`config.mk`:
```
export PLATFORM = sky130hd
export DESIGN_NAME = stencil_column_window
export DESIGN_NICKNAME = d
export VERILOG_FILES = /design/src/rtl/stencil_pkg.sv /design/src/rtl/column_shift_reg.sv /design/src/rtl/stencil_column_window.sv
export SDC_FILE = /design/constraint.sdc
export NUM_CORES = 1
export LEC_CHECK = 0
export BUFFER_PORTS_ARGS = -buffer_cell sky130_fd_sc_hd__buf_2
export CORE_ASPECT_RATIO = 0.5
export CORE_MARGIN = 4
export CORE_UTILIZATION = 38
export CTS_BUF_LIST = sky130_fd_sc_hd__clkbuf_8
export CTS_CLUSTER_DIAMETER = 60
export CTS_CLUSTER_SIZE = 30
export DETAILED_ROUTE_END_ITERATION = 12
export GPL_ROUTABILITY_DRIVEN = 0
export PLACE_DENSITY = 0.69
export REMOVE_ABC_BUFFERS = 1
export SYNTH_ARGS = -nofsm -noshare
export SYNTH_HDL_FRONTEND = slang
export SYNTH_HIERARCHICAL = 1
export SYNTH_SLANG_ARGS = --single-unit
```
`constraint.sdc`:
```
create_clock -name clk -period 1.55 [get_ports clk]
set_clock_uncertainty 0.1 [all_clocks]
set_input_delay 0.31 -clock clk [delete_from_list [all_inputs] [get_ports clk]]
set_output_delay 0.31 -clock clk [all_outputs]
set_load 0.02 [all_outputs]
```
`src/rtl/stencil_pkg.sv`:
```
// Shared types and default sizes for the stencil window path.
// column_t is the unit handed over by the transpose buffer: STENCIL_HEIGHT
// pixels, index 0 being the top row of the strip.
package stencil_pkg;

    localparam int DEF_PIXEL_WIDTH    = 16;
    localparam int DEF_STENCIL_HEIGHT = 2;
    localparam int DEF_STENCIL_WIDTH  = 3;
    localparam int DEF_IMAGE_WIDTH    = 8;

    typedef logic [DEF_PIXEL_WIDTH-1:0] pixel_t;
    typedef pixel_t [DEF_STENCIL_HEIGHT-1:0] column_t;

endpackage

```
`src/rtl/column_shift_reg.sv`:
```
// DEPTH-deep shift register of columns.
// Ports:
//   clk      rising-edge clock
//   clr      synchronous clear of every stage
//   shift_en shift the window by one column, col_in entering at the newest end
//   col_in   incoming column
//   window   [0] oldest column, [DEPTH-1] newest column
module column_shift_reg
    import stencil_pkg::*;
#(
    parameter int DEPTH = DEF_STENCIL_WIDTH
) (
    input  logic                 clk,
    input  logic                 clr,
    input  logic                 shift_en,
    input  column_t              col_in,
    output column_t [DEPTH-1:0]  window
);

    always_ff @(posedge clk) begin
        if (clr) begin
            window <= '0;
        end else if (shift_en) begin
            for (int i = 0; i < DEPTH - 1; i++) begin
                window[i] <= window[i+1];
            end
            window[DEPTH-1] <= col_in;
        end
    end

endmodule

```
`src/rtl/stencil_column_window.sv`:
```
// Builds STENCIL_HEIGHT x STENCIL_WIDTH stencils from a stream of columns.
// Each accepted column shifts into the window; once STENCIL_WIDTH columns of
// the current strip have arrived, every further accepted column yields a
// registered stencil. Windows never span two strips of IMAGE_WIDTH columns.
// Ports:
//   clk, rst_n     clock, synchronous active-low reset
//   col_pixels     incoming column, [0] top row
//   col_valid      column handshake valid
//   col_ready      column handshake ready (combinational from output side)
//   stencil        window, [0] oldest column, [STENCIL_WIDTH-1] newest
//   stencil_valid  window is complete and offered downstream
//   stencil_ready  downstream accepts the window
//   stencil_last   window ends on the last column of the strip
module stencil_column_window
    import stencil_pkg::*;
#(
    parameter int PIXEL_WIDTH    = DEF_PIXEL_WIDTH,
    parameter int STENCIL_HEIGHT = DEF_STENCIL_HEIGHT,
    parameter int STENCIL_WIDTH  = DEF_STENCIL_WIDTH,
    parameter int IMAGE_WIDTH    = DEF_IMAGE_WIDTH
) (
    input  logic                                                  clk,
    input  logic                                                  rst_n,
    input  logic [STENCIL_HEIGHT-1:0][PIXEL_WIDTH-1:0]            col_pixels,
    input  logic                                                  col_valid,
    output logic                                                  col_ready,
    output logic [STENCIL_WIDTH-1:0][STENCIL_HEIGHT-1:0][PIXEL_WIDTH-1:0] stencil,
    output logic                                                  stencil_valid,
    input  logic                                                  stencil_ready,
    output logic                                                  stencil_last
);

    localparam int CW = $clog2(IMAGE_WIDTH);
    localparam int FW = $clog2(STENCIL_WIDTH + 1);

    logic [CW-1:0]                col_count;
    logic [FW-1:0]                fill_count;
    logic                         accept;
    logic                         strip_end;
    logic                         completes;
    column_t                      col_in;
    column_t [STENCIL_WIDTH-1:0]  window;

    // A held stencil blocks new columns: shifting would corrupt it.
    assign col_ready = !stencil_valid || stencil_ready;
    assign accept    = col_valid && col_ready;
    assign strip_end = (col_count == CW'(IMAGE_WIDTH - 1));
    // True when the column being accepted fills (or keeps full) the window.
    assign completes = (int'(fill_count) + 1 >= STENCIL_WIDTH);

    assign col_in  = col_pixels;
    assign stencil = window;

    column_shift_reg #(
        .DEPTH (STENCIL_WIDTH)
    ) u_shift (
        .clk      (clk),
        .clr      (!rst_n),
        .shift_en (accept),
        .col_in   (col_in),
        .window   (window)
    );

    always_ff @(posedge clk) begin
        if (!rst_n) begin
            col_count     <= '0;
            fill_count    <= '0;
            stencil_valid <= 1'b0;
            stencil_last  <= 1'b0;
        end else if (accept) begin
            if (strip_end) begin
                // Next column starts a fresh strip with an empty window.
                col_count  <= '0;
                fill_count <= '0;
            end else begin
                col_count <= col_count + CW'(1);
                if (fill_count != FW'(STENCIL_WIDTH)) begin
                    fill_count <= fill_count + FW'(1);
                end
            end
            stencil_valid <= completes;
            // The strip's last column always completes a window.
            stencil_last  <= strip_end;
        end else if (stencil_ready) begin
            stencil_valid <= 1'b0;
            stencil_last  <= 1'b0;
        end
    end

endmodule

```
* Word-level counts from Yosys, hierarchy flattened *
Cells that the tools add are included.

cells by class
  add/subtract/negate cells = 3
  magnitude comparators = 1
  equality and inequality tests = 2
  muxes and demuxes = 6
  reduce and logical (&&, ||, !) cells = 6

operator list
  operator               number
  $mux W2                2
  $reduce_bool A2 Y1     2
  $add A2 B1 Y3 const B  1
  $add A3 B1 Y3 const B  1
  $eq A3 B3 Y1 const B   1
  $ge A3 B2 Y1 const B   1
  $mux W1                3
  $mux W3                1
  $add A2 B1 Y2 const B  1
  $ne A2 B2 Y1 const B   1
  $reduce_and A2 Y1      1
  $logic_and A1 B1 Y1    1
  $logic_not A1 Y1       1
  $logic_or A1 B1 Y1     1

storage, ports and cells
  register bits after elaboration = 103
  bits of input ports = 36
  output and inout bits = 99

* Logic depth before layout (Yosys ltp) *
  word-level depth = 4
  mapped depth = 8

* By module *
The synthesis kept the hierarchy.

by module, submodules not included
  module                 times used  cells an instance  area each (sq um)  sequential area each (sq um)
  column_shift_reg       1           310                3429.5             1921.8
  stencil_column_window  1           43                 420.4              140.1

* Worst setup path after synthesis *
OpenSTA, ideal clock, no wires.

  path type = register to register
  start = register stencil_valid
  end = register u_shift/window[10] (netlist name)
  setup time = 0.128 ns
  data arrival time = 1.487 ns
  slack = -0.164 ns
  cell stages (with the launch flop) = 9
  period minus slack after synthesis = 1.714 ns
  path through = dfxtp_1 nand2b_4 buf_6 and2_2 buf_4 buf_8 buf_12 mux2i_1 nor2_1

on the way
  cells in the longest elaborated chain, start to end = 3

RTL lines
  item                    RTL line                     source
  from (decl)             stencil_column_window.sv:28  output logic stencil_valid,
  from (signal assigned)  stencil_column_window.sv:81  stencil_valid <= completes;
  $logic_not A1 Y1        stencil_column_window.sv:45  assign col_ready = !stencil_valid || stencil_ready;
  $logic_or A1 B1 Y1      stencil_column_window.sv:45
  named net col_ready     stencil_column_window.sv:26  output logic col_ready,
  $logic_and A1 B1 Y1     stencil_column_window.sv:46  assign accept = col_valid && col_ready;
  named net accept        stencil_column_window.sv:38  logic accept;

The timed path passes the listed nets, and every way through them passes these cells.
A chain may end at the register's enable or synchronous reset.

* Worst setup path after layout *
  start = register stencil_valid
  end = output port col_ready

on the way
  cells in the longest elaborated chain, start to end = 2

RTL lines
  item                RTL line
  $logic_not A1 Y1    stencil_column_window.sv:45
  $logic_or A1 B1 Y1  stencil_column_window.sv:45
  to (decl)           stencil_column_window.sv:26

No other way between the ends.

==> impl_summary.md <==
GRT
The number of antenna violations at the first check in global routing is 0. The first-pass GRT wire length is 12800 µm. The via count of the first global-routing pass is 2582. For this run, the total global-route usage over all layers was measured as 13.5%.

The pin count of the biggest net entering global routing is 52. The total overflow left after global routing is 0.

STA
Derived from the worst setup path, the maximum achievable clock frequency is 680 MHz. The count of final hold-check violations came to 0. The worst path in the final design needs a cycle of 1470 ps, including I/O delays and setup. In the post-route analysis, the smallest setup slack over all paths is 78.6 ps.

Setup repair after global routing left no endpoint under its margin. The worst pin sits at a relative slew slack of 85.1%. For the pin with the worst max-slew slack, the measured transition is 223 ps. The final worst-path cycle share is 94.9%.

The max-slew violation count is 0. Setup violations remaining at the end of the flow were counted as 0. For the final routed database, the setup TNS stands at 0 ps.

Yosys
The number of different library cells used by synthesis comes to 28. The share of flip-flops with an asynchronous set or reset is 0%. Counting flops with a built-in enable in the synthesized netlist gives 0. Of the synthesized area, sequential elements account for 53.6%. The total standard cell area after synthesis is 3850 µm².

The predominant post-synthesis flop cell is sky130_fd_sc_hd__dfxtp_1. The number of synthesis warnings is 6. The post-synthesis cell count is 353.

The register bit count reported by yosys is 103. Averaged over all synthesized cells, the footprint is 10.9 µm².

Power
The share of total power in sequential cells is 54.6%. The post-layout total power is 5.18 mW. In this run the power spent charging and discharging nets is 1.32 mW. The leakage power summed over all cells is 2.54 nW.

The internal power of the cells is 3.87 mW. The peak ir drop on the vdd network is 444 µV. Net switching is 25.4% of the power. Of the total power, the clock network draws 32.8%. The power per cell area is 1060 nW/µm². Of the total power, combinational logic draws 12.6%.

Die
The x dimension of the die is 150 µm. Pin placement for this block handled 135 I/O pins. The floorplan step set the die height to 79.2 µm. The core area is 9670 µm². The area of the die is 11900 µm².

The floorplan has 25 rows. The starting density of the core is 39.8%.

Setup path
The type of element launching the critical path is a flip-flop. The largest stage delay on the critical path is 360 ps. The largest individual stage delay along the critical path comes from the cell sky130_fd_sc_hd__dfxtp_2. The endpoint arrival time on the critical path is 1060 ps. STA puts the critical path data required time at 1140 ps. The biggest fanout along the worst timing path is 9. The critical path goes through nand2b_4 > buf_8 > buf_4. The category of the worst setup path capture point is an output port.

The critical path contains buffers and inverters numbering 2 combined. The kind of cell with the highest combined delay along the critical path is flip-flops. The category of the most critical setup path is reg2out.

Clocking
The maximum clock path buffer count is 2. For this design, the sink count on the clock tree is 103. After clock tree synthesis, the clock-pin slew on the worst setup and hold paths is 90 ps. TritonCTS built the clock tree. CTS built an H-tree with a depth of 3.

The later pin in the worst-skew pair is clocked with a latency of 350 ps. CTS placed an instance of sky130_fd_sc_hd__clkbuf_8 at the clock tree root. The TritonCTS buffer count is 9.

Routing
The routed layout has 2778 vias. The count of unresolved DRC violations after routing is 0. The count of nets left with antenna violations after detail routing is 0.

After the first detailed-routing iteration, the DRC count stood at 92. The pre-antenna-repair detailed-routing pass consisted of 4 iterations. Using the TritonRoute via totals, the vias-per-cell ratio works out to 4.42.

Wires add up to 8170 µm. After detailed routing, the average wire length per cell comes to 13.0 µm.

Final layout
Compared with the post-synthesis result, the final layout area differs by 26.5%. At the end of the flow, the number of nets in the layout was 530. The area of the multi-input gates is 1580 µm². The filler cell count is 908. The flip-flop and latch area is 2060 µm². 0 antenna diodes ended up in the layout. The post-route netlist has 35.6% of its cells at a drive strength greater than 1.

Flow run
The number of maximum-capacitance constraint violations is 0.

Place
The detailed placer's ending HPWL is 5910 µm. Buffers placed on the I/O ports in this run total 134. The minimum setup slack after placement is 69.5 ps.

Hold path
The path class of the tightest hold or removal check is in2reg.

Outcome
The flow ran to the end, and the final reports show no timing, DRC or antenna violations.
==> worst register-to-register path, stage by stage, from the launching register on <==
cell                       delay, ps
sky130_fd_sc_hd__dfxtp_2         340
sky130_fd_sc_hd__nand2b_4         70
sky130_fd_sc_hd__and2_4          210
sky130_fd_sc_hd__buf_4           260
sky130_fd_sc_hd__mux2i_1         220
sky130_fd_sc_hd__nor2_1           50
==> cell type report <==
type,count,area share (%)
tap,135,3.47
sequential,103,42.4
inverter,3,0.231
timing repair buffer,149,17.3
clock buffer,11,3.11
clock inverter,5,1.16
multi-input combinational,223,32.3
==> final timing paths <==
| path | from | to | slack, ps | cells after the start |
|---|---|---|---|---|
| worst max-delay path | stencil_valid$_SDFFE_PN0P_ | col_ready | 80 | 3 |
| worst max register to register | stencil_valid$_SDFFE_PN0P_ | u_shift/window[33]$_SDFFE_PP0P_ | 180 | 5 |
| worst min register to register | u_shift/window[16]$_SDFFE_PP0P_ | u_shift/window[16]$_SDFFE_PP0P_ | 390 | 2 |
| worst min-delay path | col_pixels[0] | u_shift/window[64]$_SDFFE_PP0P_ | 80 | 3 |
==> placed cells by master (no fill, tap or decap), types with 2 or more instances in the layout <==
master,synthesis,layout
sky130_fd_sc_hd__a21boi_0,2,2
sky130_fd_sc_hd__a21oi_1,2,2
sky130_fd_sc_hd__and3_2,3,3
sky130_fd_sc_hd__buf_12,4,4
sky130_fd_sc_hd__buf_2,2,133
sky130_fd_sc_hd__buf_4,7,11
sky130_fd_sc_hd__clkbuf_8,0,11
sky130_fd_sc_hd__clkinv_2,0,2
sky130_fd_sc_hd__dfxtp_1,103,102
sky130_fd_sc_hd__ha_1,5,5
sky130_fd_sc_hd__inv_1,3,2
sky130_fd_sc_hd__mux2i_1,96,96
sky130_fd_sc_hd__nand2_1,3,3
sky130_fd_sc_hd__nand3_1,2,2
sky130_fd_sc_hd__nor2_1,98,98
sky130_fd_sc_hd__o21a_1,2,2
==> through the flow <==
step	area (µm²)	std cells	hold WS, ps	utilization, %
floorplan	3650	329	328	-
CTS	4840	626	50.5	50.1
finish	4870	629	79.1	50.4
detailed placement	4630	610	376	47.9
global placement	4630	610	367	47.9
global route	4870	629	57.1	50.4
==> layer usage <==
layer,track usage [%],share of wire (%)
met1,15.1,43
met2,24.2,52
met3,4.10,4.0
met4,5.20,1.2
met5,0,0
==> state kept, by name, indices dropped and copies added, names as in the netlist <==
register	count
stencil_last	1
u_shift/window	96
stencil_valid	1
fill_count	2
col_count	3
==> repair_timing <==
| item | CTS | global route |
|---|---|---|
| endpoints found under the setup margin | 1 | 1 |
| pin swaps | 0 | 0 |
| resized for setup | 2 | 2 |
| hold buffers | 0 | 0 |
| hold endpoints to repair | 0 | 0 |
| setup buffers | 0 | 3 |
==> synthesized netlist by cell type, types with 2 or more instances <==
cell	instances	area [µm²]
sky130_fd_sc_hd__nand2_1	3	11.3
sky130_fd_sc_hd__and3_2	3	22.5
sky130_fd_sc_hd__a21oi_1	2	10.0
sky130_fd_sc_hd__buf_2	2	10.0
sky130_fd_sc_hd__inv_1	3	11.3
sky130_fd_sc_hd__nand3_1	2	10.0
sky130_fd_sc_hd__a21boi_0	2	15.0
sky130_fd_sc_hd__ha_1	5	62.6
sky130_fd_sc_hd__mux2i_1	96	961
sky130_fd_sc_hd__dfxtp_1	103	2060
sky130_fd_sc_hd__o21a_1	2	15.0
sky130_fd_sc_hd__buf_12	4	80.1
sky130_fd_sc_hd__clkbuf_1	7	26.3
sky130_fd_sc_hd__nor2_1	98	368
sky130_fd_sc_hd__buf_1	2	7.51
sky130_fd_sc_hd__buf_4	7	52.6
==> logic make-up (layout without fill, tap and decap cells) <==
kind of cell,after synthesis,count (layout),share of synthesized area (%)
AOI/OAI and AO/OA,12,12,2.63
buffers and inverters,27,168,5.56
and+or+nand+nor,110,110,11.7
muxes,96,96,25.0
adders and majority gates,5,5,1.62
DFF,103,103,53.6
==> power by group through the flow <==
stage	clock network, mW	logic, mW	registers, mW
floorplan	0	0.311	3.00
global placement	0	0.649	2.89
detailed placement	0	0.656	2.89
CTS	1.77	0.658	2.83
global route	1.88	0.710	2.85
finish	1.70	0.653	2.83
Note: power is estimated with default switching activity, not from simulation.
